<file path="config.mk">
export PLATFORM = sky130hd
export DESIGN_NAME = multicycle_control_unit
export DESIGN_NICKNAME = d
export VERILOG_FILES = /design/src/rtl/mcu_pkg.sv /design/src/rtl/mcu_output_decode.sv /design/src/rtl/multicycle_control_unit.sv
export SDC_FILE = /design/constraint.sdc
export NUM_CORES = 1
export LEC_CHECK = 0
export ABC_CLOCK_PERIOD_IN_PS = 3000
export CORE_ASPECT_RATIO = 0.7
export CORE_MARGIN = 2
export CORE_UTILIZATION = 34
export DETAILED_ROUTE_END_ITERATION = 16
export PLACE_DENSITY = 0.68
export SETUP_SLACK_MARGIN = 0.05
export SLEW_MARGIN = 20
export SYNTH_ARGS = -nofsm -noshare
export SYNTH_HDL_FRONTEND = slang
export SYNTH_SLANG_ARGS = --single-unit
</file>
<file path="constraint.sdc">
create_clock -name clk -period 3 [get_ports clk]
set_input_delay 0.6 -clock clk [delete_from_list [all_inputs] [get_ports clk]]
set_output_delay 0.6 -clock clk [all_outputs]
set_load 0.02 [all_outputs]
</file>
<file path="src/rtl/mcu_pkg.sv">
// Shared definitions for the multi-cycle MIPS control unit: opcodes, FSM
// states, ALU and register-destination codes, and the control bundle.
package mcu_pkg;

  localparam logic [5:0] OP_R    = 6'b000000;
  localparam logic [5:0] OP_LW   = 6'b100011;
  localparam logic [5:0] OP_SW   = 6'b101011;
  localparam logic [5:0] OP_BEQ  = 6'b000100;
  localparam logic [5:0] OP_ADDI = 6'b001000;
  localparam logic [5:0] OP_ANDI = 6'b001100;
  localparam logic [5:0] OP_J    = 6'b000010;
  localparam logic [5:0] OP_JMI  = 6'b110000;
  localparam logic [5:0] OP_SINC = 6'b110001;
  localparam logic [5:0] OP_PMC  = 6'b110010;

  typedef enum logic [2:0] {
    S_FETCH      = 3'd0,
    S_DECODE     = 3'd1,
    S_EXECUTE    = 3'd2,
    S_MEMORY     = 3'd3,
    S_COPY_WRITE = 3'd4,
    S_WRITEBACK  = 3'd5
  } state_e;

  localparam logic [1:0] ALU_ADD   = 2'b00;
  localparam logic [1:0] ALU_SUB   = 2'b01;
  localparam logic [1:0] ALU_FUNCT = 2'b10;
  localparam logic [1:0] ALU_AND   = 2'b11;

  localparam logic [1:0] REGDST_RT = 2'b00;
  localparam logic [1:0] REGDST_RD = 2'b01;
  localparam logic [1:0] REGDST_RS = 2'b10;

  typedef struct packed {
    logic [1:0] register_destination;
    logic [1:0] alu_op;
    logic       jump;
    logic       branch;
    logic       memory_read;
    logic       memory_write;
    logic       memory_to_register;
    logic       alu_source;
    logic       reg_write;
    logic       pc_control;
    logic       memory_write_source;
    logic       memory_read_source;
    logic       ir_write;
    logic       pc_write;
    logic       instr_done;
    logic       illegal_op;
  } ctrl_t;

  function automatic logic op_is_legal(input logic [5:0] op);
    case (op)
      OP_R, OP_LW, OP_SW, OP_BEQ, OP_ADDI, OP_ANDI,
      OP_J, OP_JMI, OP_SINC, OP_PMC: return 1'b1;
      default:                       return 1'b0;
    endcase
  endfunction

endpackage

</file>
<file path="src/rtl/mcu_output_decode.sv">
// Combinational map from (state, opcode, mem_ready) to datapath controls.
module mcu_output_decode
  import mcu_pkg::*;
(
  input  state_e     state_i,
  input  logic [5:0] op_i,
  input  logic       op_legal_i,
  input  logic       mem_ready_i,
  output ctrl_t      ctrl_o
);

  // Everything defaults low; each state raises only its own controls.
  always_comb begin
    ctrl_o = '0;
    unique case (state_i)
      S_FETCH: begin
        ctrl_o.memory_read = 1'b1;
        ctrl_o.ir_write    = mem_ready_i;
        ctrl_o.pc_write    = mem_ready_i;
      end
      S_DECODE: begin
        if (!op_legal_i) begin
          ctrl_o.illegal_op = 1'b1;
        end else if (op_i == OP_J) begin
          ctrl_o.jump       = 1'b1;
          ctrl_o.pc_write   = 1'b1;
          ctrl_o.instr_done = 1'b1;
        end
      end
      S_EXECUTE: begin
        case (op_i)
          OP_R:    ctrl_o.alu_op = ALU_FUNCT;
          OP_ANDI: begin
            ctrl_o.alu_source = 1'b1;
            ctrl_o.alu_op     = ALU_AND;
          end
          OP_BEQ: begin
            ctrl_o.branch     = 1'b1;
            ctrl_o.alu_op     = ALU_SUB;
            ctrl_o.instr_done = 1'b1;
          end
          default: begin
            ctrl_o.alu_source = 1'b1;
            ctrl_o.alu_op     = ALU_ADD;
          end
        endcase
      end
      S_MEMORY: begin
        case (op_i)
          OP_LW: ctrl_o.memory_read = 1'b1;
          OP_SW: begin
            ctrl_o.memory_write = 1'b1;
            ctrl_o.alu_source   = 1'b1;
            ctrl_o.instr_done   = mem_ready_i;
          end
          OP_JMI: begin
            ctrl_o.memory_read = 1'b1;
            ctrl_o.pc_control  = 1'b1;
            ctrl_o.pc_write    = mem_ready_i;
            ctrl_o.instr_done  = mem_ready_i;
          end
          OP_SINC: begin
            ctrl_o.memory_write = 1'b1;
            ctrl_o.alu_source   = 1'b1;
          end
          OP_PMC: begin
            ctrl_o.memory_read        = 1'b1;
            ctrl_o.memory_read_source = 1'b1;
            ctrl_o.pc_control         = 1'b1;
          end
          default: ;
        endcase
      end
      S_COPY_WRITE: begin
        ctrl_o.memory_write        = 1'b1;
        ctrl_o.memory_write_source = 1'b1;
        ctrl_o.pc_control          = 1'b1;
        ctrl_o.alu_source          = 1'b1;
        ctrl_o.instr_done          = mem_ready_i;
      end
      S_WRITEBACK: begin
        ctrl_o.reg_write          = 1'b1;
        ctrl_o.instr_done         = 1'b1;
        ctrl_o.memory_to_register = (op_i == OP_LW);
        if (op_i == OP_R)         ctrl_o.register_destination = REGDST_RD;
        else if (op_i == OP_SINC) ctrl_o.register_destination = REGDST_RS;
        else                      ctrl_o.register_destination = REGDST_RT;
      end
      default: ;
    endcase
  end

endmodule

</file>
<file path="src/rtl/multicycle_control_unit.sv">
// Multi-cycle MIPS control FSM for a shared single-port memory.
// Optional performance counters: define MCU_PERF_COUNTERS_EN.
module multicycle_control_unit
  import mcu_pkg::*;
#(
  parameter int unsigned OPCODE_W = 6,
  parameter int unsigned ALU_OP_W = 2,
  parameter int unsigned COUNT_W  = 32
) (
  input  logic                clk,
  input  logic                reset,
  input  logic [OPCODE_W-1:0] op_code,
  input  logic                mem_ready,
  output logic [1:0]          register_destination,
  output logic [ALU_OP_W-1:0] alu_op,
  output logic                jump,
  output logic                branch,
  output logic                memory_read,
  output logic                memory_write,
  output logic                memory_to_register,
  output logic                alu_source,
  output logic                reg_write,
  output logic                pc_control,
  output logic                memory_write_source,
  output logic                memory_read_source,
  output logic                ir_write,
  output logic                pc_write,
  output logic                instr_done,
  output logic                illegal_op,
  output logic [2:0]          state
`ifdef MCU_PERF_COUNTERS_EN
  ,
  output logic [COUNT_W-1:0]  cycle_count,
  output logic [COUNT_W-1:0]  instr_count
`endif
);

  state_e     state_q, state_d;
  logic [5:0] op_q, op_d;
  logic [5:0] dec_op;
  logic       dec_legal;
  logic       hi_zero;
  ctrl_t      ctrl_raw, ctrl;

  // Bits above the 6-bit field must be clear for a legal decode.
  assign hi_zero   = ((op_code >> 6) == '0);
  // DECODE looks at the live opcode; later states use the latched copy only.
  assign dec_op    = (state_q == S_DECODE) ? op_code[5:0] : op_q;
  assign dec_legal = (state_q == S_DECODE) ? (hi_zero && op_is_legal(op_code[5:0])) : 1'b1;

  mcu_output_decode u_decode (
    .state_i     (state_q),
    .op_i        (dec_op),
    .op_legal_i  (dec_legal),
    .mem_ready_i (mem_ready),
    .ctrl_o      (ctrl_raw)
  );

  // Next state and opcode latch.
  always_comb begin
    state_d = state_q;
    op_d    = op_q;
    unique case (state_q)
      S_FETCH: if (mem_ready) state_d = S_DECODE;
      S_DECODE: begin
        op_d = op_code[5:0];
        if (!dec_legal || op_code[5:0] == OP_J) state_d = S_FETCH;
        else                                    state_d = S_EXECUTE;
      end
      S_EXECUTE: begin
        case (op_q)
          OP_BEQ:                 state_d = S_FETCH;
          OP_R, OP_ADDI, OP_ANDI: state_d = S_WRITEBACK;
          default:                state_d = S_MEMORY;
        endcase
      end
      S_MEMORY: begin
        if (mem_ready) begin
          case (op_q)
            OP_LW, OP_SINC: state_d = S_WRITEBACK;
            OP_PMC:         state_d = S_COPY_WRITE;
            default:        state_d = S_FETCH;
          endcase
        end
      end
      S_COPY_WRITE: if (mem_ready) state_d = S_FETCH;
      S_WRITEBACK:  state_d = S_FETCH;
      default:      state_d = S_FETCH;
    endcase
  end

  // State and opcode registers.
  always_ff @(posedge clk) begin
    if (reset) begin
      state_q <= S_FETCH;
      op_q    <= '0;
    end else begin
      state_q <= state_d;
      op_q    <= op_d;
    end
  end

  // Outputs are forced quiet for as long as reset is held, even before the
  // first clock edge has loaded state_q.
  assign ctrl  = reset ? '0 : ctrl_raw;
  assign state = reset ? 3'(S_FETCH) : 3'(state_q);

  assign register_destination = ctrl.register_destination;
  assign alu_op               = ALU_OP_W'(ctrl.alu_op);
  assign jump                 = ctrl.jump;
  assign branch               = ctrl.branch;
  assign memory_read          = ctrl.memory_read;
  assign memory_write         = ctrl.memory_write;
  assign memory_to_register   = ctrl.memory_to_register;
  assign alu_source           = ctrl.alu_source;
  assign reg_write            = ctrl.reg_write;
  assign pc_control           = ctrl.pc_control;
  assign memory_write_source  = ctrl.memory_write_source;
  assign memory_read_source   = ctrl.memory_read_source;
  assign ir_write             = ctrl.ir_write;
  assign pc_write             = ctrl.pc_write;
  assign instr_done           = ctrl.instr_done;
  assign illegal_op           = ctrl.illegal_op;

`ifdef MCU_PERF_COUNTERS_EN
  logic [COUNT_W-1:0] cycle_count_q, instr_count_q;

  // Free-running cycle and retire counters, wrapping naturally.
  always_ff @(posedge clk) begin
    if (reset) begin
      cycle_count_q <= '0;
      instr_count_q <= '0;
    end else begin
      cycle_count_q <= cycle_count_q + 1'b1;
      if (ctrl.instr_done) instr_count_q <= instr_count_q + 1'b1;
    end
  end

  assign cycle_count = cycle_count_q;
  assign instr_count = instr_count_q;
`endif

endmodule
</file>
# Yosys cells after proc, flatten, opt, wreduce, memory -nomap -nowiden
# Index checks and enable logic that the tools add are counted.
[op_classes]
n_mux = 44
reduce_logical = 15
n_eq_ne = 31
[ops]
columns = ["op", "n"]
rows = [
  ["$eq A6 B6 Y1 const B", 13],
  ["$eq A6 B4 Y1 const B", 5],
  ["$mux W1", 21],
  ["$eq A6 B3 Y1 const B", 3],
  ["$logic_not A6 Y1", 3],
  ["$mux W18", 1],
  ["$pmux W3 S5", 1],
  ["$mux W2", 7],
  ["$eq A6 B2 Y1 const B", 2],
  ["$mux W3", 4],
  ["$pmux W3 S2", 2],
  ["$reduce_or A10 Y1", 1],
  ["$reduce_or A2 Y1", 5],
  ["$eq A3 B2 Y1 const B", 2],
  ["$eq A3 B3 Y1 const B", 2],
  ["$mux W6", 1],
  ["$ne A2 B2 Y1 const B", 3],
  ["$pmux W1 S2", 3],
  ["$pmux W1 S3", 2],
  ["$pmux W2 S3", 1],
  ["$reduce_or A3 Y1", 2],
  ["$pmux W1 S5", 1],
  ["$eq A3 B1 Y1 const B", 1],
  ["$logic_not A3 Y1", 1],
  ["other kinds (3)", 3],
]
[word_totals]
elab_cells = 92
out_inout_bits = 21
reg_bits = 9
input_bits = 9

# Depth between registers and ports, before layout
# Gate-level depths: netlist (run 1).
[depth]
ltp_word = 8
depth_mapped = 7
depth_no_buf = 6

# By module
# From an unflattened synthesis (run 1), not the netlist that was laid out.
[unflattened]
hier_cells = 134
hier_area_um2 = 965.9
[by_module_without_submodules]
columns = ["mod", "instances", "cells_per_inst", "seq_area_each_um2", "area_per_inst_um2"]
rows = [
  ["multicycle_control_unit", 1, 82, 180.2, 665.6],
  ["mcu_output_decode", 1, 52, 0.0, 300.3],
]

# Worst setup path after synthesis (run 1)
# Ideal clock, no wire load.
[synth_timing]
path_type = "input to output"
from = "in reset"
to = "out memory_read_source"
arrival_time_ns = 1.871
cell_stages = 3
setup_slack_ns = 0.529
path_buffers = 0
required_ns = 2.400
path_cell_list = "nor2b_1 > nand2_1 > nor4_1"
[synth_between]
elab_chain_cells = 1
[synth_rtl]
columns = ["element", "line", "rtl"]
rows = [
  ["start: declaration", "multicycle_control_unit.sv:11", "input logic reset,"],
  ["$mux W18", "multicycle_control_unit.sv:105", "assign ctrl = reset ? '0 : ctrl_raw;"],
  ["end: declaration", "multicycle_control_unit.sv:25", "output logic memory_read_source,"],
]
# No other way between the ends.

# Worst setup path after layout (run 1)
[layout_timing]
from = "in op_code[2]"
to = "out alu_source"
[layout_between]
elab_chain_cells = 6
elab_cells_between_ends = 11
cone_classes = "eq/ne (3); mux (5); reduce/logical (3)"
[layout_rtl]
columns = ["element", "line", "rtl"]
rows = [
  ["start: declaration", "multicycle_control_unit.sv:12", "input logic [OPCODE_W-1:0] op_code,"],
  ["$mux W6 *", "-", ""],
  ["$eq A6 B6 Y1 (tied with other cells)", "mcu_output_decode.sv:49", "case (op_i)"],
  ["$reduce_or A2 Y1 (no line)", "-", ""],
  ["$mux W1 (on tied branches)", "mcu_output_decode.sv:49, mcu_output_decode.sv:31", ""],
  ["$pmux W1 S3 *", "mcu_output_decode.sv:15", "unique case (state_i)"],
  ["$mux W18 *", "multicycle_control_unit.sv:105", ""],
  ["end: declaration", "multicycle_control_unit.sv:21", "output logic alu_source,"],
]
# Mark *: on every way between the ends. The rest lies on a longest branch, timed or not.

==> run_summary.xml, run 1 <==
<?xml version="1.0" encoding="UTF-8"?>
<metrics>
  <group name="routing">
    <metric name="detailroute.via_count" unit="">1256</metric>
    <metric name="post_drt_via_cell_ratio" unit="">5.48</metric>
    <metric name="drtPass1Iterations" unit="">4</metric>
    <metric name="drt_first_iter_violations" unit="">78</metric>
    <metric name="finalWirelength" unit="mm">3.25</metric>
    <metric name="post-route-drc-count" unit="">0</metric>
    <metric name="wire_per_inst" unit="µm">14.2</metric>
    <metric name="drt.antenna.violating_nets" unit="">0</metric>
  </group>
  <group name="floorplan">
    <metric name="area_of_the_die" unit="µm²">3400</metric>
    <metric name="core" unit="µm²">2800</metric>
    <metric name="floorplan.die.width" unit="µm">68.9</metric>
    <metric name="floorplan.rows" unit="">16</metric>
    <metric name="die_y" unit="µm">49.4</metric>
    <metric name="initial_core_util" unit="%">35.8</metric>
    <metric name="boundaryPins" unit="">30</metric>
  </group>
  <group name="clock_network">
    <metric name="number_of_buffers_inserted_during_clock_tree_synthesis" unit="">3</metric>
    <metric name="cts_tree" unit="">yes</metric>
    <metric name="cts.htree.levels" unit="">1</metric>
    <metric name="worst_skew_pair.late_latency" unit="ps">240</metric>
    <metric name="postCtsSetupRepairBufs" unit="">0</metric>
    <metric name="path_clk_slew" unit="ps">50</metric>
    <metric name="numClockSinks" unit="">9</metric>
    <metric name="clk_root_buffer_cell" unit="">sky130_fd_sc_hd__clkbuf_8</metric>
    <metric name="clockBufferDepth" unit="">2</metric>
    <metric name="count_of_hold_fix_buffers_inserted_at_cts" unit="">0</metric>
  </group>
  <group name="place">
    <metric name="numPortBuffers" unit="">29</metric>
    <metric name="gp_congestion" unit="">0.855</metric>
    <metric name="place_area" unit="µm²">1510</metric>
    <metric name="place_inst" unit="">225</metric>
    <metric name="place_hpwl" unit="mm">2.61</metric>
  </group>
  <group name="layout">
    <metric name="insertedDiodeCount" unit="">0</metric>
    <metric name="finalNetCount" unit="">205</metric>
    <metric name="postLayoutCellArea" unit="µm²">1560</metric>
    <metric name="synthToLayoutAreaGrowth" unit="%">55.4</metric>
    <metric name="post_layout_nonfiller_instances" unit="">229</metric>
    <metric name="drive_gt1_share" unit="%">29.0</metric>
  </group>
  <group name="sta">
    <metric name="final_setup_violating_endpoints" unit="">0</metric>
    <metric name="max_freq" unit="MHz">342</metric>
    <metric name="setup_total_negative_slack" unit="ps">0</metric>
    <metric name="clock_period_minus_worst_slack" unit="ps">2920</metric>
    <metric name="hold_viol" unit="">0</metric>
    <metric name="period_share" unit="%">97.4</metric>
    <metric name="worst_slew_margin_rel" unit="%">61.8</metric>
    <metric name="timing.clock.skew" unit="ps">5.29</metric>
    <metric name="rsz0062_at_grt" unit="">yes</metric>
    <metric name="timing_max_transition_violations_final" unit="">0</metric>
    <metric name="pin_slew_with_the_least_headroom_to_its_limit" unit="ps">565</metric>
  </group>
  <group name="status">
    <metric name="status" unit="">finished clean</metric>
  </group>
  <group name="yosys">
    <metric name="synthFlopType" unit="">sky130_fd_sc_hd__dfxtp_1</metric>
    <metric name="cell_type_contributing_the_most_total_cell_area_after_synthesis" unit="">sky130_fd_sc_hd__dfxtp_1</metric>
    <metric name="ys_seq_area_share" unit="%">18.0</metric>
    <metric name="syn_inst" unit="">139</metric>
    <metric name="syn_nets" unit="">150</metric>
    <metric name="synthesis.yosys.warnings" unit="">0</metric>
    <metric name="yosys_register_bits" unit="">9</metric>
    <metric name="number_of_flops_mapped_to_enable_cells_by_yosys" unit="">0</metric>
    <metric name="netlist_area" unit="µm²">1000</metric>
    <metric name="synth_area_per_cell" unit="µm²">7.21</metric>
    <metric name="yosys.area.top_type_share" unit="%">18.0</metric>
    <metric name="synth_async_sr_flop_share" unit="%">0</metric>
    <metric name="synthDistinctLibCells" unit="">49</metric>
    <metric name="yosys-top-cells-area" unit="">sky130_fd_sc_hd__dfxtp_1 18%, sky130_fd_sc_hd__nand2_1 7.5%, sky130_fd_sc_hd__nor2_1 4.5%</metric>
  </group>
  <group name="critical_path">
    <metric name="timing.critical_path.to" unit="">alu_source</metric>
    <metric name="critical_path.reg2reg.startpoint" unit="">state_q[1]</metric>
    <metric name="worst_setup_path_start_kind" unit="">input pin</metric>
    <metric name="crit_type" unit="">input pin to primary output</metric>
    <metric name="destination_of_the_worst_register_to_register_timing_path" unit="">state_q[0]</metric>
    <metric name="cp-end-kind" unit="">primary output</metric>
    <metric name="regToRegSetupSlack" unit="ps">1110</metric>
    <metric name="required" unit="ps">2400</metric>
    <metric name="crit_path_start" unit="">op_code[2]</metric>
    <metric name="r2r_worst_path_depth" unit="">7</metric>
    <metric name="critPathArrivalTime" unit="ps">2320</metric>
    <metric name="critical_path_peak_fanout" unit="">3</metric>
  </group>
  <group name="grt">
    <metric name="grt_start_max_net_pins" unit="">15</metric>
    <metric name="globalRouteOverflowTotal" unit="">0</metric>
    <metric name="first_global_vias" unit="">1132</metric>
    <metric name="grt_first_pass_wirelength" unit="mm">5.20</metric>
    <metric name="initial_antenna_violation_count" unit="">0</metric>
    <metric name="groute.usage.overall" unit="%">20.1</metric>
  </group>
  <group name="power">
    <metric name="cell_internal_pwr" unit="mW">0.292</metric>
    <metric name="switching_share" unit="%">31.6</metric>
    <metric name="p_leak" unit="nW">0.768</metric>
    <metric name="ir_drop" unit="µV">237</metric>
    <metric name="power_frac_comb" unit="%">35.1</metric>
    <metric name="switchingPower" unit="mW">0.135</metric>
    <metric name="share_seq_of_total_power" unit="%">31.7</metric>
    <metric name="total_power_density_per_cell_area" unit="nW/µm²">274</metric>
    <metric name="clock_power_share" unit="%">33.2</metric>
  </group>
  <group name="worst_hold_path">
    <metric name="hold_path.class" unit="">register to register</metric>
  </group>
  <group name="job">
    <metric name="max_cap_viol" unit="">0</metric>
  </group>
</metrics>
worst max-delay path, cell delays in order:
cell                              delay, ps
sky130_fd_sc_hd__clkdlybuf4s50_1        450
sky130_fd_sc_hd__or4bb_4                600
sky130_fd_sc_hd__nor4b_4                340
sky130_fd_sc_hd__o21ai_2                 90
sky130_fd_sc_hd__nand3_1                 90
sky130_fd_sc_hd__buf_2                  170
registers in the layout, summed over array words and instances (netlist names):
| signal | cells |
|---|---|
| op_q | 6 |
| state_q | 3 |
cells by family after synthesis:
logic type / Yosys count / synth area share [%]
adders and majority gates: 2 / 2.50
xor gates and xnor gates: 1 / 0.874
AOI/OAI and AO/OA: 29 / 19.6
buffers and inverters: 15 / 8.11
muxes: 4 / 4.49
and+or+nand+nor: 79 / 46.4
DFF: 9 / 18.0
metrics by stage:
stage | worst slack (ps) | utilization, % | hold slack [ps] | total power [mW]
detailed placement | -447 | 53.8 | 577 | 0.285
finish | 78.7 | 55.6 | 586 | 0.428
global placement | -391 | 53.8 | 574 | 0.282
floorplan | 529 | - | 474 | 0.215
global route | -7.05 | 55.6 | 631 | 0.449
CTS | 43.2 | 55.8 | 585 | 0.427
power by group through the flow:
stage / Sequential (mW) / Clock (mW) / Combinational, mW
detailed placement: 0.137 / 0 / 0.147
floorplan: 0.135 / 0 / 0.0807
CTS: 0.135 / 0.144 / 0.148
global placement: 0.137 / 0 / 0.145
global route: 0.136 / 0.150 / 0.162
finish: 0.135 / 0.142 / 0.150
cell usage in the layout, fill, tap and decap left out, drive strengths merged, types with 5 or more instances in the layout:
| master | count |
|---|---|
| a21oi | 7 |
| and3 | 6 |
| buf | 34 |
| clkbuf | 9 |
| clkdlybuf4s50 | 11 |
| dfxtp | 9 |
| dlygate4sd2 | 5 |
| dlymetal6s2s | 5 |
| inv | 5 |
| nand2 | 20 |
| nor2 | 12 |
| nor3 | 6 |
| o21ai | 8 |
layout make-up:
class	count	area (µm²)
multi-input cells	115	777
flip-flops and latches	9	180
well taps	36	45.0
inverters	5	18.8
fillers	267	1240
clock buffers	4	45.0
repair buffers	60	492
per-layer routing:
metal	vias up	share of wire [%]	GRT usage (%)
met5	-	0	0
met4	0	0.92	6.54
met3	4	7.0	1.39
met2	56	42	30.3
met1	582	50	30.0
li1	614	-	-
timing repair:
item | CTS | global route
pin swaps | 1 | 3
gates cloned | 0 | 0
setup endpoints to repair | 14 | 14
gates resized for setup | 26 | 24
hold endpoints to repair | 0 | 0
worst min path at each step:
stage,cells after the start,to,from
after floorplan,2,op_q[2],op_q[2]
after global placement,2,op_q[1],op_q[1]
after detailed placement,2,op_q[1],op_q[1]
after CTS,2,op_q[1],op_q[1]
after global routing,2,op_q[1],op_q[1]
final,2,op_q[1],op_q[1]
Yosys cell counts, drive strengths merged (2+ instances only):
library cell / count
nand2: 20
nor2: 12
dfxtp: 9
o21ai: 8
a21oi: 7
buf: 7
and3: 6
nor3: 6
inv: 5
and2: 4
nand3b: 4
nor2b: 4
clkbuf: 3
mux2i: 3
nand3: 3
nor3b: 3
nor4: 3
nor4b: 3
a31oi: 2
ha: 2
nand4b: 2
o21a: 2
o32a: 2
or3: 2
(Power assumes the default switching activity.)
==> inputs of run 2 (changes only) <==
--- a/config.mk
+++ b/config.mk
@@ -11,6 +11,7 @@
 export CORE_UTILIZATION = 34
 export DETAILED_ROUTE_END_ITERATION = 16
 export PLACE_DENSITY = 0.68
+export REMOVE_ABC_BUFFERS = 1
 export SETUP_SLACK_MARGIN = 0.05
 export SLEW_MARGIN = 20
 export SYNTH_ARGS = -nofsm -noshare
==> run 2 against run 1 <==
Register-to-register slack worse by 50 ps. Critical endpoint is now instr_done. Via count down 2.1%. Highest routed layer unchanged. Clock skew down 4.3 ps. Clock-buffer cell count unchanged. Wire length down 0.15%. Cell count down 1.7%. Clock power about the same. Critical path depth up 1. Largest power group unchanged. Critical path type unchanged.
==> run_summary.xml, run 2 (synthesized netlist as in run 1, its figures left out) <==
<?xml version="1.0" encoding="UTF-8"?>
<metrics>
  <group name="status">
    <metric name="status" unit="">finished clean</metric>
  </group>
  <group name="clock_network">
    <metric name="numClockSinks" unit="">9</metric>
    <metric name="clk_root_buffer_cell" unit="">sky130_fd_sc_hd__clkbuf_8</metric>
    <metric name="number_of_buffers_inserted_during_clock_tree_synthesis" unit="">3</metric>
    <metric name="cts.htree.levels" unit="">1</metric>
    <metric name="worst_skew_pair.late_latency" unit="ps">230</metric>
    <metric name="cts_tree" unit="">yes</metric>
    <metric name="path_clk_slew" unit="ps">40</metric>
    <metric name="clockBufferDepth" unit="">2</metric>
  </group>
  <group name="sta">
    <metric name="post-route-worst-setup-slack" unit="ps">175</metric>
    <metric name="pin_slew_with_the_least_headroom_to_its_limit" unit="ps">615</metric>
    <metric name="finalHoldWorstSlack" unit="ps">523</metric>
    <metric name="timing.clock.skew" unit="ps">0.959</metric>
    <metric name="rsz0062_at_grt" unit="">no</metric>
    <metric name="worst_slew_margin_rel" unit="%">58.4</metric>
    <metric name="final_setup_violating_endpoints" unit="">0</metric>
    <metric name="clock_period_minus_worst_slack" unit="ps">2830</metric>
    <metric name="timing_max_transition_violations_final" unit="">0</metric>
    <metric name="period_share" unit="%">94.2</metric>
    <metric name="hold_viol" unit="">0</metric>
    <metric name="max_freq" unit="MHz">354</metric>
    <metric name="setup_total_negative_slack" unit="ps">0</metric>
  </group>
  <group name="worst_hold_path">
    <metric name="min-delay-start" unit="">op_q[2]</metric>
    <metric name="hold_path.class" unit="">register to register</metric>
    <metric name="whs_path_depth" unit="">2</metric>
  </group>
  <group name="place">
    <metric name="place_hpwl" unit="mm">2.50</metric>
    <metric name="numPortBuffers" unit="">29</metric>
    <metric name="place_area" unit="µm²">1470</metric>
    <metric name="gp_congestion" unit="">0.893</metric>
    <metric name="detailedPlace.worstSlack" unit="ps">-455</metric>
    <metric name="place_inst" unit="">220</metric>
  </group>
  <group name="critical_path">
    <metric name="critical_path_peak_fanout" unit="">7</metric>
    <metric name="required" unit="ps">2400</metric>
    <metric name="crit_type" unit="">input pin to primary output</metric>
    <metric name="crit_path_start" unit="">op_code[0]</metric>
    <metric name="cp-end-kind" unit="">primary output</metric>
    <metric name="critical_path.reg2reg.startpoint" unit="">state_q[2]</metric>
    <metric name="critPathArrivalTime" unit="ps">2230</metric>
    <metric name="r2r_worst_path_depth" unit="">7</metric>
    <metric name="worst_setup_path_start_kind" unit="">input pin</metric>
  </group>
  <group name="layout">
    <metric name="insertedDiodeCount" unit="">0</metric>
    <metric name="synthToLayoutAreaGrowth" unit="%">54.3</metric>
    <metric name="number_of_flip_flops_under_the_largest_register_name" unit="">6</metric>
    <metric name="layout.cells.most_common" unit="">sky130_fd_sc_hd__buf_4</metric>
    <metric name="post_layout_nonfiller_instances" unit="">225</metric>
    <metric name="finalNetCount" unit="">201</metric>
    <metric name="drive_gt1_share" unit="%">28.0</metric>
    <metric name="largestRegisters" unit="">op_q x6, state_q x3</metric>
    <metric name="regMostFlops" unit="">op_q</metric>
    <metric name="final_cell_mix" unit="">28 x sky130_fd_sc_hd__buf_4, 20 x sky130_fd_sc_hd__nand2_1, 12 x sky130_fd_sc_hd__nor2_1, 10 x sky130_fd_sc_hd__clkdlybuf4s50_1, 9 x sky130_fd_sc_hd__dfxtp_1</metric>
    <metric name="postLayoutCellArea" unit="µm²">1550</metric>
  </group>
  <group name="power">
    <metric name="switching_share" unit="%">31.8</metric>
    <metric name="power_frac_comb" unit="%">35.1</metric>
    <metric name="share_seq_of_total_power" unit="%">31.8</metric>
    <metric name="total_power_density_per_cell_area" unit="nW/µm²">275</metric>
    <metric name="ir_drop" unit="µV">183</metric>
    <metric name="switchingPower" unit="mW">0.135</metric>
    <metric name="p_leak" unit="nW">0.732</metric>
    <metric name="cell_internal_pwr" unit="mW">0.290</metric>
    <metric name="clock_power_share" unit="%">33.0</metric>
  </group>
  <group name="grt">
    <metric name="initial_antenna_violation_count" unit="">0</metric>
    <metric name="grt_first_pass_wirelength" unit="mm">5.33</metric>
    <metric name="globalRouteOverflowTotal" unit="">0</metric>
    <metric name="groute.usage.overall" unit="%">20.4</metric>
    <metric name="grt_start_max_net_pins" unit="">15</metric>
    <metric name="first_global_vias" unit="">1149</metric>
  </group>
  <group name="routing">
    <metric name="drt.antenna.violating_nets" unit="">0</metric>
    <metric name="finalWirelength" unit="mm">3.25</metric>
    <metric name="drt_first_iter_violations" unit="">70</metric>
    <metric name="wire_per_inst" unit="µm">14.4</metric>
    <metric name="met3WireLength" unit="µm">233</metric>
    <metric name="post-route-drc-count" unit="">0</metric>
    <metric name="routed.top_layer" unit="">met4</metric>
    <metric name="detailroute.via_count" unit="">1230</metric>
    <metric name="drtPass1Iterations" unit="">4</metric>
    <metric name="wirelength_met1" unit="mm">1.52</metric>
    <metric name="met2_length" unit="mm">1.45</metric>
    <metric name="post_drt_via_cell_ratio" unit="">5.47</metric>
  </group>
  <group name="floorplan">
    <metric name="area_of_the_die" unit="µm²">3400</metric>
    <metric name="floorplan.rows" unit="">16</metric>
    <metric name="initial_core_util" unit="%">35.8</metric>
    <metric name="die_y" unit="µm">49.4</metric>
    <metric name="boundaryPins" unit="">30</metric>
    <metric name="core" unit="µm²">2800</metric>
    <metric name="floorplan.die.width" unit="µm">68.9</metric>
  </group>
  <group name="job">
    <metric name="max_cap_viol" unit="">0</metric>
  </group>
</metrics>
==> run 2: cell types whose count changed in the layout (fill, tap and decap cells not counted), sizes merged <==
cell / change
clkbuf: -4
clkdlybuf4s50: -1
dlygate4sd2: +1
==> run 2: per-layer routing <==
layer,track usage [%],vias to the layer above
li1,-,613
met1,30.6,561
met2,30.3,51
met3,2.54,5
met4,5.56,0
met5,0,-
==> run 2: worst paths after layout <==
check | endpoint | slack, ps
hold reg to reg | op_q[2] | 520
setup / recovery | instr_done | 170
hold / removal | op_q[2] | 520
setup reg to reg | state_q[0] | 1060
==> run 2: final cells by class <==
cell class | count | area (µm²)
fillers | 271 | 1260
multi-input cells | 115 | 797
repair buffers | 56 | 460
flip-flops and latches | 9 | 180
clock buffers | 4 | 45.0
well taps | 36 | 45.0
inverters | 5 | 18.8
==> run 2: through the flow <==
step	power, mW	utilization (%)
after floorplan	0.205	-
after global placement	0.277	52.5
after detailed placement	0.280	52.5
after CTS	0.425	54.4
after global routing	0.448	55.2
final	0.425	55.2
==> run 2: power groups by stage <==
stage,clock network [mW],logic (mW),registers (mW)
2_1_floorplan,0,0.0659,0.139
3_3_place_gp,0,0.141,0.137
3_5_place_dp,0,0.142,0.137
4_1_cts,0.143,0.147,0.135
5_1_grt,0.150,0.161,0.137
6_report,0.140,0.149,0.135
==> run 2: worst max-delay path: stages <==
cell	delay, ps
sky130_fd_sc_hd__clkdlybuf4s50_1	520
sky130_fd_sc_hd__buf_4	190
sky130_fd_sc_hd__nand3b_1	90
sky130_fd_sc_hd__mux2i_1	220
sky130_fd_sc_hd__nand3b_1	130
sky130_fd_sc_hd__a311oi_2	280
sky130_fd_sc_hd__buf_2	200
==> run 2: what timing repair did <==
action,4_1_cts,5_1_grt
pin swaps,1,3
buffers inserted,0,1
setup endpoints to repair,14,10
hold buffers,0,0
gates resized for setup,45,13
==> inputs of run 3 (changes only) <==
--- a/config.mk
+++ b/config.mk
@@ -5,14 +5,15 @@
 export SDC_FILE = /design/constraint.sdc
 export NUM_CORES = 1
 export LEC_CHECK = 0
-export ABC_CLOCK_PERIOD_IN_PS = 3000
+export ABC_CLOCK_PERIOD_IN_PS = 2500
 export CORE_ASPECT_RATIO = 0.7
 export CORE_MARGIN = 2
-export CORE_UTILIZATION = 34
+export CORE_UTILIZATION = 40
 export DETAILED_ROUTE_END_ITERATION = 16
-export PLACE_DENSITY = 0.68
+export PLACE_DENSITY = 0.79
 export REMOVE_ABC_BUFFERS = 1
 export SETUP_SLACK_MARGIN = 0.05
+export SKIP_LAST_GASP = 1
 export SLEW_MARGIN = 20
 export SYNTH_ARGS = -nofsm -noshare
 export SYNTH_HDL_FRONTEND = slang
==> constraint.sdc (replaced) <==
create_clock -name clk -period 2.5 [get_ports clk]
set_input_delay 0.5 -clock clk [delete_from_list [all_inputs] [get_ports clk]]
set_output_delay 0.5 -clock clk [all_outputs]
set_load 0.02 [all_outputs]
==> run 3 against run 2 <==
Via count up 14%. Die area down 14%. Critical path type is now register to primary output. Worst hold slack better by 97 ps. Critical endpoint is now pc_write. Combinational power up 52%. Clock skew up 2.5 ps. Core utilization up 17 points.
==> run_summary.xml, run 3 (synthesized netlist as in run 1, its figures left out) <==
<?xml version="1.0" encoding="UTF-8"?>
<metrics>
  <group name="layout">
    <metric name="final_cell_mix" unit="">50 x sky130_fd_sc_hd__buf_4, 20 x sky130_fd_sc_hd__nand2_1, 11 x sky130_fd_sc_hd__nor2_1, 9 x sky130_fd_sc_hd__dlygate4sd2_1, 8 x sky130_fd_sc_hd__dfxtp_1</metric>
    <metric name="postLayoutCellArea" unit="µm²">1750</metric>
    <metric name="multi_input_comb_area" unit="µm²">847</metric>
    <metric name="fillers" unit="">169</metric>
    <metric name="drive_gt1_share" unit="%">42.9</metric>
    <metric name="number_of_flip_flops_under_the_largest_register_name" unit="">6</metric>
    <metric name="finalNetCount" unit="">224</metric>
    <metric name="post_layout_nonfiller_instances" unit="">246</metric>
    <metric name="regMostFlops" unit="">op_q</metric>
    <metric name="largestRegisters" unit="">op_q x6, state_q x3</metric>
    <metric name="layout.cells.most_common" unit="">sky130_fd_sc_hd__buf_4</metric>
    <metric name="synthToLayoutAreaGrowth" unit="%">74.3</metric>
    <metric name="insertedDiodeCount" unit="">0</metric>
    <metric name="layout.area.seq" unit="µm²">181</metric>
  </group>
  <group name="routing">
    <metric name="drtPass1Iterations" unit="">4</metric>
    <metric name="post_drt_via_cell_ratio" unit="">5.69</metric>
    <metric name="drt.antenna.violating_nets" unit="">0</metric>
    <metric name="drt_first_iter_violations" unit="">92</metric>
    <metric name="post-route-drc-count" unit="">0</metric>
    <metric name="wire_per_inst" unit="µm">15.8</metric>
    <metric name="finalWirelength" unit="mm">3.90</metric>
    <metric name="detailroute.via_count" unit="">1399</metric>
  </group>
  <group name="place">
    <metric name="place_hpwl" unit="mm">2.81</metric>
    <metric name="numPortBuffers" unit="">29</metric>
    <metric name="place_inst" unit="">237</metric>
    <metric name="detailedPlace.worstSlack" unit="ps">-734</metric>
    <metric name="place_area" unit="µm²">1610</metric>
    <metric name="gp_congestion" unit="">0.897</metric>
  </group>
  <group name="power">
    <metric name="switchingPower" unit="mW">0.174</metric>
    <metric name="cell_internal_pwr" unit="mW">0.327</metric>
    <metric name="share_seq_of_total_power" unit="%">31.5</metric>
    <metric name="switching_share" unit="%">34.8</metric>
    <metric name="total_power_density_per_cell_area" unit="nW/µm²">287</metric>
    <metric name="clock_power_share" unit="%">23.3</metric>
    <metric name="power_frac_comb" unit="%">45.3</metric>
    <metric name="p_leak" unit="nW">0.811</metric>
    <metric name="ir_drop" unit="µV">209</metric>
  </group>
  <group name="sta">
    <metric name="timing_max_transition_violations_final" unit="">0</metric>
    <metric name="finalHoldWorstSlack" unit="ps">620</metric>
    <metric name="timing.clock.skew" unit="ps">3.46</metric>
    <metric name="pin_slew_with_the_least_headroom_to_its_limit" unit="ps">376</metric>
    <metric name="rsz0062_at_grt" unit="">yes</metric>
    <metric name="worst_slew_margin_rel" unit="%">74.9</metric>
    <metric name="setup_total_negative_slack" unit="ps">0</metric>
    <metric name="max_freq" unit="MHz">411</metric>
    <metric name="period_share" unit="%">97.4</metric>
    <metric name="post-route-worst-setup-slack" unit="ps">65.3</metric>
    <metric name="final_setup_violating_endpoints" unit="">0</metric>
    <metric name="hold_viol" unit="">0</metric>
    <metric name="clock_period_minus_worst_slack" unit="ps">2430</metric>
  </group>
  <group name="grt">
    <metric name="first_global_vias" unit="">1241</metric>
    <metric name="globalRouteOverflowTotal" unit="">0</metric>
    <metric name="initial_antenna_violation_count" unit="">0</metric>
    <metric name="grt_start_max_net_pins" unit="">15</metric>
    <metric name="grt_first_pass_wirelength" unit="mm">5.75</metric>
    <metric name="groute.usage.overall" unit="%">25.4</metric>
  </group>
  <group name="critical_path">
    <metric name="r2r_worst_path_depth" unit="">7</metric>
    <metric name="worst_setup_path_start_kind" unit="">register</metric>
    <metric name="regToRegSetupSlack" unit="ps">490</metric>
    <metric name="crit_type" unit="">register to primary output</metric>
    <metric name="worstPathCellList" unit="">nand4bb_1 &gt; or2_0 &gt; o32a_1 &gt; a2111oi_2 &gt; buf_2</metric>
    <metric name="critPathArrivalTime" unit="ps">1930</metric>
    <metric name="cp-end-kind" unit="">primary output</metric>
    <metric name="critical_path_peak_fanout" unit="">2</metric>
    <metric name="required" unit="ps">2000</metric>
    <metric name="max_stage_delay_cell_worst_path" unit="">sky130_fd_sc_hd__o32a_1</metric>
    <metric name="destination_of_the_worst_register_to_register_timing_path" unit="">state_q[0]</metric>
    <metric name="critical_path.reg2reg.startpoint" unit="">state_q[2]</metric>
    <metric name="critPathMaxStageDelay" unit="ps">400</metric>
  </group>
  <group name="status">
    <metric name="status" unit="">finished clean</metric>
  </group>
  <group name="clock_network">
    <metric name="clk_root_buffer_cell" unit="">sky130_fd_sc_hd__clkbuf_4</metric>
    <metric name="cts_tree" unit="">yes</metric>
    <metric name="path_clk_slew" unit="ps">60</metric>
    <metric name="clockBufferDepth" unit="">2</metric>
    <metric name="count_of_hold_fix_buffers_inserted_at_cts" unit="">0</metric>
    <metric name="numClockSinks" unit="">9</metric>
    <metric name="worst_skew_pair.late_latency" unit="ps">270</metric>
    <metric name="cts.htree.levels" unit="">1</metric>
    <metric name="number_of_buffers_inserted_during_clock_tree_synthesis" unit="">3</metric>
  </group>
  <group name="floorplan">
    <metric name="boundaryPins" unit="">30</metric>
    <metric name="initial_core_util" unit="%">41.4</metric>
    <metric name="area_of_the_die" unit="µm²">2930</metric>
    <metric name="core" unit="µm²">2420</metric>
    <metric name="floorplan.rows" unit="">15</metric>
    <metric name="floorplan.die.width" unit="µm">63.8</metric>
    <metric name="die_y" unit="µm">45.9</metric>
  </group>
  <group name="worst_hold_path">
    <metric name="hold_path.class" unit="">register to register</metric>
    <metric name="min-delay-start" unit="">op_q[5]</metric>
    <metric name="whs_path_depth" unit="">3</metric>
    <metric name="hold_path_end" unit="">op_q[5]</metric>
  </group>
  <group name="job">
    <metric name="max_cap_viol" unit="">0</metric>
  </group>
</metrics>
run 3: cell count changes in the layout (fill, tap and decap cells not counted), moves of 2 or more:
| cell | before | now |
|---|---|---|
| sky130_fd_sc_hd__clkdlybuf4s15_2 | 0 | 4 |
| sky130_fd_sc_hd__dlymetal6s2s_1 | 5 | 1 |
| sky130_fd_sc_hd__buf_6 | 0 | 3 |
| sky130_fd_sc_hd__dlygate4sd2_1 | 6 | 9 |
| sky130_fd_sc_hd__mux2i_2 | 0 | 3 |
| sky130_fd_sc_hd__clkdlybuf4s50_1 | 10 | 3 |
| sky130_fd_sc_hd__clkbuf_4 | 0 | 3 |
| sky130_fd_sc_hd__clkbuf_8 | 3 | 0 |
| sky130_fd_sc_hd__clkdlybuf4s15_1 | 0 | 2 |
| sky130_fd_sc_hd__buf_4 | 28 | 50 |
| sky130_fd_sc_hd__mux2i_1 | 3 | 0 |
run 3: worst max path at each step:
stage | startpoint | end | slack, ps | depth (start not counted)
4_1_cts | state_q[2] | alu_op[1] | 50 | 6
3_5_place_dp | op_code[4] | memory_write | -730 | 6
5_1_grt | state_q[2] | pc_write | -10 | 6
3_3_place_gp | op_code[4] | alu_source | -670 | 6
6_report | op_q[3] | pc_write | 70 | 5
2_1_floorplan | state_q[0] | instr_done | 50 | 4
run 3: critical path, delay by kind of cell (launching register included):
| kind | cells | cell delay, ps |
|---|---|---|
| AO/OA/AOI/OAI | 2 | 690 |
| AND/OR/NAND/NOR | 2 | 450 |
| flip-flops | 1 | 310 |
| buffers and inverters | 1 | 210 |
run 3: stage by stage:
step                utilization, %  power (mW)
finish                        72.1       0.502
CTS                           69.8       0.483
global placement              66.5       0.358
floorplan                        -       0.246
detailed placement            66.5       0.363
global route                  72.1       0.522
run 3: timing repair:
action                     in CTS  in global routing
pin swaps                       5                  8
setup endpoints to repair      19                 12
buffers inserted                3                  2
gates resized for setup        80                 16
run 3: final cells by class:
cell class	instances	share of cell area, %
flip-flops and latches	9	10.4
well taps	34	2.44
multi-input cells	115	48.5
clock buffers	4	1.50
inverters	5	1.07
repair buffers	79	36.1
run 3: layer usage:
metal	track usage (%)	vias up	part of all wire (%)
met1	33.6	668	44
li1	-	653	-
met2	44.2	65	48
met3	3.71	13	6.3
met5	0	-	0
met4	6.09	0	2.3
run 3: power groups by stage:
stage / Combinational [mW] / Clock, mW / Sequential [mW]
2_1_floorplan: 0.0790 / 0 / 0.167
3_3_place_gp: 0.198 / 0 / 0.160
3_5_place_dp: 0.203 / 0 / 0.160
4_1_cts: 0.208 / 0.117 / 0.157
5_1_grt: 0.241 / 0.123 / 0.158
6_report: 0.227 / 0.117 / 0.158
